[src/rtl/mant_scheduler_pkg.sv]
// Shared definitions for the maintenance scheduler.
//   state_e  : scheduler FSM states (IDLE, SERVICE, ERROR)
//   ERR_CODE : value shown on estado_reg while in ERROR
//   CNT_SAT  : saturation value of the completed-service count
//   sat_inc  : saturating increment of the service count
package mant_scheduler_pkg;

  typedef enum logic [1:0] {
    IDLE    = 2'd0,
    SERVICE = 2'd1,
    ERROR   = 2'd2
  } state_e;

  localparam logic [7:0] ERR_CODE = 8'hFF;
  localparam logic [7:0] CNT_SAT  = 8'hFE;

  // The count stops at CNT_SAT so it can never alias ERR_CODE.
  function automatic logic [7:0] sat_inc(input logic [7:0] v);
    return (v == CNT_SAT) ? v : v + 8'd1;
  endfunction

endpackage

[src/rtl/mant_scheduler_rr_pick.sv]
// Combinational round-robin picker.
//   req      : request vector, one bit per requester
//   last_idx : index of the most recently serviced requester
//   winner   : one-hot winner (all zero when req == 0)
//   win_idx  : index of the winner (0 when req == 0)
// The scan starts at last_idx+1 and wraps, so the last serviced
// requester has the lowest priority.
module rr_pick
  import mant_scheduler_pkg::*;
#(
  parameter int N_REQ = 4,
  parameter int IDX_W = (N_REQ > 1) ? $clog2(N_REQ) : 1
) (
  input  logic [N_REQ-1:0] req,
  input  logic [IDX_W-1:0] last_idx,
  output logic [N_REQ-1:0] winner,
  output logic [IDX_W-1:0] win_idx
);

  int               cand;
  logic [IDX_W-1:0] cand_idx;
  logic             found;

  always_comb begin
    winner   = '0;
    win_idx  = '0;
    found    = 1'b0;
    cand     = 0;
    cand_idx = '0;
    for (int i = 1; i <= N_REQ; i++) begin
      cand     = (int'(last_idx) + i) % N_REQ;
      cand_idx = cand[IDX_W-1:0];
      if (!found && req[cand_idx]) begin
        found            = 1'b1;
        winner[cand_idx] = 1'b1;
        win_idx          = cand_idx;
      end
    end
  end

endmodule

[src/rtl/mant_scheduler.sv]
// Maintenance scheduler: grants one requester at a time, round-robin,
// and watches for stalled service.
//   clk, rst   : clock, synchronous active-high reset
//   req        : level requests, one bit per requester
//   done       : one-cycle pulse ending the current service
//   grant      : registered one-hot grant
//   busy       : high while in SERVICE
//   err        : high while in ERROR (sticky until rst)
//   estado_reg : completed-service count, or ERR_CODE in ERROR
// Valid/ready view: a request is "valid" while its req bit is high; it is
// accepted on the edge that raises its grant bit, and the service is closed
// on the edge where done is high in SERVICE. req is not looked at in SERVICE.
module mant_scheduler
  import mant_scheduler_pkg::*;
#(
  parameter int N_REQ   = 4,
  parameter int WINDOW  = 200,
  parameter int SVC_MAX = 16
) (
  input  logic             clk,
  input  logic             rst,
  input  logic [N_REQ-1:0] req,
  input  logic             done,
  output logic [N_REQ-1:0] grant,
  output logic             busy,
  output logic             err,
  output logic [7:0]       estado_reg
);

  localparam int IDX_W = (N_REQ > 1) ? $clog2(N_REQ) : 1;
  localparam int WIN_W = (WINDOW > 1) ? $clog2(WINDOW) : 1;
  localparam int SVC_W = (SVC_MAX > 1) ? $clog2(SVC_MAX) : 1;
  localparam logic [WIN_W-1:0] WIN_LAST = WIN_W'(WINDOW - 1);
  localparam logic [SVC_W-1:0] SVC_LAST = SVC_W'(SVC_MAX - 1);

  state_e           state_q, state_d;
  logic [N_REQ-1:0] grant_q, grant_d;
  logic             busy_q, busy_d;
  logic             err_q, err_d;
  logic [7:0]       estado_q, estado_d;
  logic [7:0]       cnt_q, cnt_d;
  logic [WIN_W-1:0] win_q, win_d;
  logic [SVC_W-1:0] svc_q, svc_d;
  logic [IDX_W-1:0] last_idx_q, last_idx_d;
  logic [IDX_W-1:0] cur_idx_q, cur_idx_d;

  logic [N_REQ-1:0] pick_onehot;
  logic [IDX_W-1:0] pick_idx;

  rr_pick #(.N_REQ(N_REQ), .IDX_W(IDX_W)) u_rr_pick (
    .req      (req),
    .last_idx (last_idx_q),
    .winner   (pick_onehot),
    .win_idx  (pick_idx)
  );

  always_comb begin
    state_d    = state_q;
    grant_d    = grant_q;
    cnt_d      = cnt_q;
    win_d      = win_q;
    svc_d      = svc_q;
    last_idx_d = last_idx_q;
    cur_idx_d  = cur_idx_q;
    case (state_q)
      IDLE: begin
        win_d = win_q + 1'b1;
        // Window expiry outranks a new grant: nothing can complete in IDLE.
        if (win_q == WIN_LAST) begin
          state_d = ERROR;
          grant_d = '0;
        end else if (|req) begin
          state_d   = SERVICE;
          grant_d   = pick_onehot;
          cur_idx_d = pick_idx;
          svc_d     = '0;
        end
      end
      SERVICE: begin
        // done outranks both timeouts on the same edge.
        if (done) begin
          state_d    = IDLE;
          grant_d    = '0;
          last_idx_d = cur_idx_q;
          cnt_d      = sat_inc(cnt_q);
          win_d      = '0;
          svc_d      = '0;
        end else if ((win_q == WIN_LAST) || (svc_q == SVC_LAST)) begin
          state_d = ERROR;
          grant_d = '0;
        end else begin
          win_d = win_q + 1'b1;
          svc_d = svc_q + 1'b1;
        end
      end
      ERROR: begin
        grant_d = '0;
      end
      default: begin
        // Unreachable encoding: park in the safe sticky state.
        state_d = ERROR;
        grant_d = '0;
      end
    endcase
    busy_d   = (state_d == SERVICE);
    err_d    = (state_d == ERROR);
    estado_d = (state_d == ERROR) ? ERR_CODE : cnt_d;
  end

  always_ff @(posedge clk) begin
    if (rst) begin
      state_q    <= IDLE;
      grant_q    <= '0;
      busy_q     <= 1'b0;
      err_q      <= 1'b0;
      estado_q   <= 8'h00;
      cnt_q      <= 8'h00;
      win_q      <= '0;
      svc_q      <= '0;
      last_idx_q <= IDX_W'(N_REQ - 1);
      cur_idx_q  <= '0;
    end else begin
      state_q    <= state_d;
      grant_q    <= grant_d;
      busy_q     <= busy_d;
      err_q      <= err_d;
      estado_q   <= estado_d;
      cnt_q      <= cnt_d;
      win_q      <= win_d;
      svc_q      <= svc_d;
      last_idx_q <= last_idx_d;
      cur_idx_q  <= cur_idx_d;
    end
  end

  assign grant      = grant_q;
  assign busy       = busy_q;
  assign err        = err_q;
  assign estado_reg = estado_q;

endmodule

[config.mk]
export PLATFORM = sky130hd
export DESIGN_NAME = mant_scheduler
export DESIGN_NICKNAME = d
export VERILOG_FILES = /design/src/rtl/mant_scheduler_pkg.sv /design/src/rtl/mant_scheduler_rr_pick.sv /design/src/rtl/mant_scheduler.sv
export SDC_FILE = /design/constraint.sdc
export NUM_CORES = 1
export LEC_CHECK = 0
export CAP_MARGIN = 20
export CORE_MARGIN = 5
export CORE_UTILIZATION = 55
export CTS_BUF_LIST = sky130_fd_sc_hd__clkbuf_8
export DETAILED_ROUTE_END_ITERATION = 8
export PLACE_DENSITY = 0.86
export SLEW_MARGIN = 20
export SYNTH_ARGS = -nofsm -noshare
export SYNTH_HDL_FRONTEND = slang
export SYNTH_SLANG_ARGS = --single-unit
[constraint.sdc]
create_clock -name clk -period 7.2 [get_ports clk]
set_input_delay 1.44 -clock clk [delete_from_list [all_inputs] [get_ports clk]]
set_output_delay 1.44 -clock clk [all_outputs]
set_load 0.005 [all_outputs]
# Word level (Yosys, flattened, before mapping)

Index checks and enable logic that the tools add are counted.

Flip-flop bits (word level): 40

$add $sub $neg: 7
Magnitude comparators: 8
Eq/ne operators: 12
Muxes and demuxes: 49
Bitwise operators: 4
Reductions and logical operators: 19

Operators with widths:

| cell                                                       | number |
|---|---|
| two-way mux 4 bit                                          | 12 |
| two-way mux 8 bit                                          | 6 |
| adder 8 x 1 -> 8 bit, second input constant                | 2 |
| == test 8 bit, second input constant                       | 2 |
| two-way mux 2 bit                                          | 8 |
| one-hot mux 4 bit (2 select lines)                         | 2 |
| one-hot mux 8 bit (2 select lines)                         | 1 |
| less-than comparator 2 x 3 -> 1 bit, second input constant | 4 |
| OR 4 bit                                                   | 3 |
| two-way mux 1 bit                                          | 11 |
| != test 3 bit, second input constant                       | 3 |
| binary-select mux 1 bit (select 2 bit)                     | 4 |
| demux 1 bit (select 2 bit)                                 | 4 |
| >= comparator 2 x 1 -> 1 bit, second input constant        | 4 |
| logical AND 1 bit                                          | 7 |
| one-hot mux 2 bit (3 select lines)                         | 1 |
| AND reduction 2 bit                                        | 3 |
| adder 2 x 1 -> 2 bit, second input constant                | 2 |
| adder 2 bit, second input constant                         | 2 |
| adder 4 x 1 -> 4 bit, second input constant                | 1 |
| == test 2 x 1 -> 1 bit, second input constant              | 2 |
| == test 2 bit, second input constant                       | 2 |
| == test 4 bit, second input constant                       | 1 |
| != test 2 bit, second input constant                       | 2 |
| 8 further kinds                                            | 10 |

# Longest topological paths before layout

Gate-level depths: netlist of run 1.

Depth after elaboration: 16
Depth in mapped cells: 10

# Cells and area by module

From an unflattened synthesis of run 1, not the netlist that was laid out.

Cells, all modules: 266
Area, all modules: 2,413.6 sq um

By module, submodules not included:

| module         | times used | cells each | area an instance (sq um) | sequential area each (sq um) |
|---|---|---|---|---|
| mant_scheduler | 1          | 207        | 1,923.1                  | 800.8 |
| rr_pick        | 1          | 59         | 490.5                    | 0.0 |

# Worst setup path after synthesis of run 1

Ideal clock, no wire load.

Path kind: input-to-reg
Start point: input port req[2]
End point: register grant_q[0], in the netlist grant[0]
Library setup time: 74 ps
Data arrival time: 2,823 ps
Setup slack: 4,302 ps
Stages on the path: 6
Path through: buf_6 > or4_4 > or3_1 > a211oi_2 > nand2_1 > o21ai_0

Word-level cells in the longest chain between the ends: 15
Elaborated cells between the ends (all ways): 30
Those cells by class: eq/ne (1); mux (18); bitwise (3); reduce/logical (8)

Ends and longest elaborated chain:

| element                                 | line                         | RTL |
|---|---|---|
| start: declaration                      | mant_scheduler.sv:22         | `input logic [N_REQ-1:0] req,` |
| binary-select mux 1 bit (select 2 bit)  | mant_scheduler_rr_pick.sv:33 | `if (!found && req[cand_idx]) begin` |
| two-way mux 1 bit (not written as such) | mant_scheduler_rr_pick.sv:33 |  |
| two-way mux 1 bit                       | mant_scheduler_rr_pick.sv:33 |  |
| logical NOT 1 bit                       | mant_scheduler_rr_pick.sv:33 |  |
| logical AND 1 bit                       | mant_scheduler_rr_pick.sv:33 |  |
| two-way mux 1 bit                       | mant_scheduler_rr_pick.sv:33 |  |
| logical NOT 1 bit                       | mant_scheduler_rr_pick.sv:33 |  |
| logical AND 1 bit                       | mant_scheduler_rr_pick.sv:33 |  |
| two-way mux 1 bit                       | mant_scheduler_rr_pick.sv:33 |  |
| logical NOT 1 bit                       | mant_scheduler_rr_pick.sv:33 |  |
| logical AND 1 bit                       | mant_scheduler_rr_pick.sv:33 |  |
| two-way mux 4 bit                       | mant_scheduler_rr_pick.sv:33 |  |
| two-way mux 4 bit                       | mant_scheduler.sv:72         | `end else if (\|req) begin` |
| two-way mux 4 bit                       | mant_scheduler.sv:69         | `if (win_q == WIN_LAST) begin` |
| one-hot mux 4 bit (2 select lines)      | mant_scheduler.sv:65         | `case (state_q)` |
| end signal: assignment                  | mant_scheduler.sv:124        | `grant_q <= grant_d;` |
| end: declaration                        | mant_scheduler.sv:37         | `logic [N_REQ-1:0] grant_q, grant_d;` |

Parallel ways exist; a longest one is shown, timed or not. The select of a mux whose other input is x is not followed.
A chain may end at the register's enable or synchronous reset.

# Worst setup path after layout of run 1

Start point: input port req[3]
End point: register grant_q[1], in the netlist grant[1]

The elaborated chain is that of the path after synthesis.

==> impl_results.md, run 1 <==
- Port buffer count: 20
- Worst skew pair latency: 290 ps
- Setup Buffers After CTS: 0
- Leakage power: 0.988 nW
- Sequential power share: 0.456
- CTS Root Cell: clkbuf_8
- Max clock buf depth: 2
- Post-Route WL: 4450 um
- Worst setup EP type: register
- Async SR Flop Fraction: 0
- Antenna violations before repair: 0
- Synth Flop Type: dfxtp_1
- Area leader, netlist: dfxtp_1
- Final Hold Viols: 0
- Max Freq: 306 MHz
- TNS Setup: 0 ps
- Crit path required time: 7370 ps
- Final Core Density: 0.664
- Total power: 523 uW
- # DRC: 0
- Area of the mapped netlist: 2160 sq um
- Top-Level Pins: 21
- CTS Buf Count: 5
- Clk network pwr share: 0.403
- Number of max-cap violations: 0
- Layout area overhead: 14.9%
- Clock skew: 5.02 ps
- Gr ovfl total: 0
- Sw frac: 0.237
- DIE AREA: 5290 sq um
- Power per cell area: 210 nW/um^2
- Synthesized Nets: 272
- Largest net degree at the start of global routing: 33
- Crit path launch type: primary input
- Sequential share of the synthesized area: 0.370
- Slew Limit Fails: 0
- Layout filler cell count: 293
- Yosys top cell area share: 0.370
- Die W: 72.7 um
- Met1 usage: 0.215
- Antenna fix cells: 0
- Crit path DAT: 3430 ps
- Tcrit/Tclk final: 0.453
- Vias in the first global route: 1690
- Internal cell power: 399 uW
- Synth top cells by count: dfxtp_1, nand2_1, nor2_1
- Area of the core: 3740 sq um
- Layout cells sized above 1: 0.0674
- Antenna-violating nets left: 0
- CTS resizes: 0
- # rows: 22
- Worst hold margin: 466 ps
- Multi-input logic area: 1260 sq um
- Hold_buf cts: 0
- Leading post-synthesis cells by cell area: dfxtp_1, ha_1, nand2_1, o21ai_0, nor2_1
- Post-synth EDFFs: 0
- M3 GR Usage: 0.0468
- Worst rel slew slack: 0.529
- Synthesized instance count: 253
- Via count: 1863
- Tot GR Track Use: 0.174
- Avg WL per Cell: 14.1 um
- Status: finished, final reports clean
- DR iter-0 viols: 173
- Setup slack, reg-to-reg: 4160 ps
- RSZ-0062 raised after global routing: no
- Hold WC Path Type: reg2reg
- Initial DRT Pass Iterations: 4
- Initial Util: 0.578
- # setup viols final: 0
- CP max FO: 12
- Fin crit period: 3260 ps
- CTS sink count: 40
- H-tree depth: 2
- Via density per instance: 5.91
- Most frequent cell after synthesis: dfxtp_1
- Worst slew pin tran: 688 ps
- Net switching power: 124 uW
- Avg Cell Area, Syn: 8.55 sq um
- Met2 Use GR: 0.285
- Layout net count: 286
- Die Ht: 72.7 um
- Comb power frac: 0.142
- Worst setup path category: in2reg
- Gr busiest metal: met2
- Clock slew at reported path FFs: 70 ps
- Number of synthesized register bits: 40
- First-pass GRT wire length: 7390 um
- Number of distinct library cells after synthesis: 48
- GPL Wtd Cong: 0.824
- Reg area: 801 sq um
- Warnings from Yosys: 0
- DP Wirelength: 2950 um
- CTS tree: built
- VDD IR max: 103 uV
==> critical path: stages <==
cell and delay, ps:
clkdlybuf4s50_1 550, mux4_1 760, nand2_1 160, o21ai_0 90, a221oi_1 320, o21ai_0 120
==> layout by cell type (no fill, tap or decap), types with 3 or more instances in the layout <==
cell type,count
o31ai_1,5
mux4_1,3
nand2_1,30
a21oi_1,17
a211oi_1,5
or2_2,4
xor2_1,3
ha_1,12
clkdlybuf4s50_1,20
nor2_1,25
a221oi_1,4
nand3_1,7
or3_1,3
nand4_1,4
a211o_1,3
dfxtp_1,40
o21ai_0,19
mux2i_1,7
nor3b_1,3
inv_1,8
or4_1,5
clkbuf_8,5
==> power groups by stage <==
stage	sequential, mW	clock, mW	combinational (mW)
detailed placement	0.243	0	0.0724
finish	0.238	0.211	0.0740
CTS	0.238	0.215	0.0738
floorplan	0.240	0	0.0557
global placement	0.243	0	0.0709
global route	0.239	0.225	0.0822
==> path summary, 6_finish.rpt <==
check                     start  endpoint  cells after the start
setup reg to reg  last_idx_q[0]  grant[1]                      7
hold / removal         grant[2]  grant[2]                      2
setup / recovery         req[3]  grant[1]                      6
hold reg to reg        grant[2]  grant[2]                      2
==> cells by family (layout without fill, tap and decap cells) <==
logic type | count (synthesis) | after routing | share of synthesized area
AND/OR/NAND/NOR | 100 | 100 | 0.234
buffers and inverters | 22 | 36 | 0.0480
flip-flops | 40 | 40 | 0.370
AO/OA/AOI/OAI | 64 | 64 | 0.189
adder cells (fa/ha/maj) | 12 | 12 | 0.0694
multiplexers | 10 | 10 | 0.0689
XOR/XNOR | 5 | 5 | 0.0203
==> cell type report <==
| cell class | count | area share |
|---|---|---|
| multi-input combinational | 191 | 0.506 |
| timing repair buffer | 21 | 0.0836 |
| clock inverter | 2 | 0.0242 |
| inverter | 8 | 0.0121 |
| tap | 48 | 0.0242 |
| sequential | 40 | 0.322 |
| clock buffer | 5 | 0.0277 |
==> layer usage <==
metal,vias up,part of all wire
met5,-,0
met4,0,0.0099
met3,6,0.074
met2,65,0.48
met1,857,0.44
li1,935,-
==> stage by stage <==
stage / std cells / setup slack (ps) / instance area (sq um)
floorplan: 253 / 4300 / 2160
global placement: 308 / 3680 / 2360
detailed placement: 308 / 3670 / 2360
CTS: 315 / 3940 / 2480
global route: 315 / 3790 / 2480
finish: 315 / 3940 / 2480
(Power assumes the default switching activity.)
==> run 2, diff against run 1 <==
- clock period: 7.2 -> 3.1 ns (I/O delays scaled with it)
==> run 2 against run 1 <==
Effect of this change: via count grew 2.2%; critical path depth is the same; global-route usage grew 0.092 points; cell count grew 2.2%; first-iteration DRC count grew 12%; combinational power grew to 2.5 times the previous value; sequential share of layout area shrank 0.18 points; sequential power grew 130%; count of clock-buffer cells in the layout grew 1.
==> impl_results.md, run 2 (same netlist as run 1, synthesis figures left out) <==
- Antenna fix cells: 0 (unchanged)
- Crit path DAT: 2640 ps (-790 ps)
- # DRC: 0 (unchanged)
- Worst rel slew slack: 0.452 (-0.0767)
- Fin crit period: 2430 ps
- Initial DRT Pass Iterations: 4 (unchanged)
- Layout area overhead: 15.6%
- CTS resizes: 0 (unchanged)
- Antenna violations before repair: 0 (unchanged)
- Initial Util: 0.578 (unchanged)
- Die Ht: 72.7 um (unchanged)
- VDD IR max: 281 uV (+170%)
- Most frequent cells in the layout: dfxtp_1, nand2_1, nor2_1
- Port buffer count: 20 (unchanged)
- Worst skew pair latency: 290 ps (about the same)
- Post-Route WL: 4350 um (-2.1%)
- CTS Root Cell: clkbuf_8
- CTS Buf Count: 5 (unchanged)
- DP Wirelength: 3110 um (+5.3%)
- Slew Limit Fails: 0 (unchanged)
- Top-Level Pins: 21 (unchanged)
- Clock skew: 4.47 ps (-0.543 ps)
- Power per cell area: 438 nW/um^2 (+110%)
- Number of max-cap violations: 0 (unchanged)
- Crit path required time: 3310 ps (-4060 ps)
- Hold_buf cts: 0 (unchanged)
- CTS sink count: 40 (unchanged)
- Die W: 72.7 um (unchanged)
- Area of the core: 3740 sq um (unchanged)
- RSZ-0062 raised after global routing: no
- GPL Wtd Cong: 0.798 (-3.2%)
- Hold WC Path Type: reg2reg
- H-tree depth: 2 (unchanged)
- DR iter-0 viols: 194 (+12%)
- Crit path launch type: primary input
- Layout net count: 292 (+2.1%)
- Max clock buf depth: 2 (unchanged)
- Gr ovfl total: 0 (unchanged)
- Status: finished, final reports clean
- Placed cell areas: 2400 sq um (+1.9%)
- Final Hold Viols: 0 (unchanged)
- Total power: 1.09 mW (+110%)
- Avg WL per Cell: 13.5 um (-4.3%)
- CP max FO: 10 (-2)
- Via count: 1904 (+2.2%)
- Vias in the first global route: 1684 (-0.36%)
- Antenna-violating nets left: 0 (unchanged)
- Tcrit/Tclk final: 0.785
- Leading cell type in the layout, fill and taps excluded: dfxtp_1
- Final Core Density: 0.667 (+0.00368)
- Design area: 2500 sq um (+0.55%)
- DIE AREA: 5290 sq um (unchanged)
- Layout filler cell count: 304 (+3.8%)
- CTS tree: built
- First-pass GRT wire length: 7510 um (+1.7%)
- Layout cells sized above 1: 0.0912 (+0.0238)
- Worst setup EP type: register
- Via density per instance: 5.91 (about the same)
- Reg area: 801 sq um (unchanged)
- Multi-input logic area: 1260 sq um (unchanged)
- # setup viols final: 0 (unchanged)
- Max Freq: 411 MHz
- TNS Setup: 0 ps (unchanged)
- Largest net degree at the start of global routing: 32 (-3.0%)
- Leakage power: 0.995 nW (+0.77%)
- Worst slew pin tran: 815 ps (+128 ps)
- Worst setup path category: in2reg
- Tot GR Track Use: 0.175 (+0.000923)
- # rows: 22 (unchanged)
- Clock slew at reported path FFs: 70 ps (about the same)
- Setup Buffers After CTS: 0 (unchanged)
## run 2: cell types whose count changed in the layout (fill, tap and decap cells not counted)
| cell | before | now |
|---|---|---|
| buf_4 | 1 | 7 |
| bufinv_16 | 2 | 0 |
| clkinvlp_4 | 0 | 2 |
| clkbuf_8 | 5 | 6 |
## run 2: layer usage
layer	track usage	vias to the layer above	share of wire
met3	0.0510	7	0.065
li1	-	952	-
met2	0.280	57	0.46
met5	0	-	0
met1	0.237	888	0.47
met4	0.0307	0	0.0071
## run 2: worst max-delay path, cell delays in order
cell and delay (ps):
clkdlybuf4s50_1 560, or4_4 600, or3_1 340, a211oi_2 360
nand2_1 90, o21ai_0 80
## run 2: worst paths after layout
check / startpoint / end / slack, ps / cells past startpoint
max reg2reg: last_idx_q[0] / grant[2] / 690 / 7
min: grant[3] / grant[3] / 460 / 2
min reg2reg: grant[3] / grant[3] / 460 / 2
max: req[2] / grant[2] / 670 / 6
## run 2: metrics by stage
stage / cells / setup WS, ps / hold slack [ps]
after detailed placement: 314 / 383 / 449
after CTS: 322 / 676 / 467
after global routing: 322 / 484 / 485
after global placement: 314 / 445 / 436
final: 322 / 667 / 465
after floorplan: 253 / 529 / 436
## run 2: final cells by class
| cell class | count | share of cell area |
|---|---|---|
| Inverter | 8 | 0.0120 |
| Multi-Input combinational cell | 191 | 0.503 |
| Timing Repair Buffer | 27 | 0.101 |
| Clock buffer | 6 | 0.0330 |
| Clock inverter | 2 | 0.00601 |
| Tap cell | 48 | 0.0240 |
| Sequential cell | 40 | 0.320 |
## run 2: report_power, final
part	leakage, nW	switching (mW)	total [mW]	internal [mW]
Combinational	0.627	0.102	0.187	0.0851
Sequential	0.325	0.0128	0.546	0.533
Clock	0.0434	0.181	0.361	0.180
==> run 3, diff against run 2 <==
- CORE_UTILIZATION: 55 -> 53
- PLACE_DENSITY: 0.86 -> 0.87
- clock period: 3.1 -> 2.07 ns (I/O delays scaled with it)
==> run 3 against run 2 <==
Effect of this change: sequential share of layout area down 2.1 points; critical path depth rose by 1; hold slack lost 14 ps; combinational power rose by 88%; first-iteration DRC count fell by 49%; largest power group unchanged.
==> impl_results.md, run 3 (same netlist as run 1, synthesis figures left out) <==
- Number of max-cap violations: 0 (unchanged)
- Antenna-violating nets left: 0 (unchanged)
- Comb power frac: 0.211 (+0.040)
- Crit path required time: 2270 ps (-1040 ps)
- Crit path launch type: register
- Layout net count: 313 (+7.2%)
- Internal cell power: 1.20 mW (+51%)
- Die Ht: 73.9 um (+1.6%)
- Worst path bufs/invs: 2 (+1)
- Area of the core: 3970 sq um (+6.1%)
- Final Core Density: 0.678 (+0.0109)
- Cell Count, Final, Fillers Out: 344 (+6.8%)
- Final Hold Viols: 0 (unchanged)
- Gr ovfl total: 0 (unchanged)
- Worst setup EP type: register
- Cell family with most CP delay: multiplexers
- GPL Wtd Cong: 0.920 (+15%)
- Reg area: 806 sq um (+0.63%)
- Initial DRT Pass Iterations: 4 (unchanged)
- Slowest Stage Delay on Critical Path: 600 ps (about the same)
- Hold WC Path Type: reg2reg
- Worst skew pair latency: 290 ps (about the same)
- Fin worst setup slack: 89.0 ps (-578 ps)
- Max clock buf depth: 2 (unchanged)
- Max Freq: 505 MHz
- Post-Route WL: 4640 um (+6.5%)
- Vias in the first global route: 1836 (+9.0%)
- Fin crit period: 1980 ps
- Leakage power: 1.09 nW (+9.3%)
- Worst hold margin: 451 ps (-13.9 ps)
- Placed cell areas: 2560 sq um (+6.6%)
- Clock slew at reported path FFs: 70 ps (about the same)
- Clock skew: 3.69 ps (-0.783 ps)
- Sw frac: 0.276 (+0.00541)
- Cells after DPL: 334 (+6.4%)
- Via density per instance: 5.70 (-3.6%)
- # setup viols final: 0 (unchanged)
- CTS Buf Count: 5 (unchanged)
- Clk network pwr share: 0.295 (-0.035)
- H-tree depth: 2 (unchanged)
- Layout cells sized above 1: 0.190 (+0.0992)
- Antenna violations before repair: 0 (unchanged)
- Status: finished, final reports clean
- Worst slew pin tran: 398 ps (-417 ps)
- Sequential power share: 0.493 (-0.006)
- First-pass GRT wire length: 7880 um (+4.9%)
- Port buffer count: 20 (unchanged)
- VDD IR max: 294 uV (+4.7%)
- Worst rel slew slack: 0.734 (+0.282)
- Worst setup path category: reg2reg
- Antenna fix cells: 0 (unchanged)
- Via count: 1961 (+3.0%)
- Power per cell area: 617 nW/um^2 (+41%)
- Top-Level Pins: 21 (unchanged)
- CTS sink count: 40 (unchanged)
- CTS Root Cell: clkbuf_8
- Design area: 2690 sq um (+7.8%)
- Slew Limit Fails: 0 (unchanged)
- Total power: 1.66 mW (+52%)
- Setup WS pre-CTS: -241 ps (-624 ps)
- Largest net degree at the start of global routing: 24 (-25%)
- Crit path DAT: 2190 ps (-450 ps)
- DP Wirelength: 3440 um (+11%)
- CP Cell Sequence: inv_6 > ha_4 > mux4_2 > buf_6 > nor2_2 > o211ai_1 > a311oi_1
- DIE AREA: 5460 sq um (+3.2%)
- Multi-input logic area: 1290 sq um (+2.6%)
- RSZ-0062 raised after global routing: yes
- Critical-path cell with the highest stage delay: mux4_2
- # DRC: 0 (unchanged)
- Net switching power: 458 uW (+55%)
- Layout area overhead: 24.6%
- Tot GR Track Use: 0.184 (+0.00905)
- Leading cell type in the layout, fill and taps excluded: dfxtp_1
- CTS tree: built
- DR iter-0 viols: 98 (-49%)
- Initial Util: 0.544 (-0.0331)
- Avg WL per Cell: 13.5 um (-0.29%)
- CP max FO: 8 (-2)
- Die W: 73.9 um (+1.6%)
- Most frequent cells in the layout: dfxtp_1, nand2_1, buf_4
- # rows: 23 (+4.5%)
- Tcrit/Tclk final: 0.957
- Layout filler cell count: 308 (+1.3%)
- TNS Setup: 0 ps (unchanged)
run 3: changes by cell type in the layout (fill, tap and decap cells not counted), sizes merged:
cell / previous run / this run
buf: 7 / 28
clkbuf: 6 / 5
clkinv: 0 / 1
clkinvlp: 2 / 1
run 3: worst paths after layout:
| path | slack [ps] | cells past startpoint | end | start |
|---|---|---|---|---|
| min | 450 | 2 | grant[2] | grant[2] |
| max reg2reg | 90 | 7 | cur_idx_q[0] | last_idx_q[0] |
| min reg2reg | 450 | 2 | grant[2] | grant[2] |
| max | 90 | 7 | cur_idx_q[0] | last_idx_q[0] |
run 3: what timing repair did:
| item | CTS | global route |
|---|---|---|
| buffers inserted | 0 | 3 |
| resized for setup | 0 | 8 |
| endpoints found under the setup margin | 0 | 5 |
| hold buffers | 0 | 0 |
run 3: power by group through the flow:
stage / Clock [mW] / Sequential, mW / Combinational, mW
2_1_floorplan: 0 / 0.835 / 0.217
3_3_place_gp: 0 / 0.837 / 0.310
3_5_place_dp: 0 / 0.838 / 0.319
4_1_cts: 0.500 / 0.820 / 0.319
5_1_grt: 0.527 / 0.823 / 0.386
6_report: 0.491 / 0.820 / 0.351
run 3: cell type report:
type / instances / area share
Inverter: 8 / 0.0149
Timing Repair Buffer: 48 / 0.154
Tap cell: 50 / 0.0232
Clock buffer: 5 / 0.0255
Clock inverter: 2 / 0.00464
Sequential cell: 40 / 0.299
Multi-Input combinational cell: 191 / 0.479
run 3: layer usage:
| metal | vias to the layer above | GRT usage | routed length, um |
|---|---|---|---|
| met3 | 11 | 0.0424 | 142 |
| met4 | 0 | 0.0724 | 107 |
| met1 | 920 | 0.219 | 2030 |
| met2 | 35 | 0.317 | 2360 |
| met5 | - | 0 | 0 |
| li1 | 995 | - | - |
run 3: worst reg2reg max path: cells and delay by family (launching register included):
| kind | cells | cell delay, ps |
|---|---|---|
| flops | 1 | 370 |
| fa+ha+maj | 1 | 300 |
| compound gates | 2 | 330 |
| buf+inv | 2 | 210 |
| mux | 1 | 600 |
| simple gates | 1 | 90 |
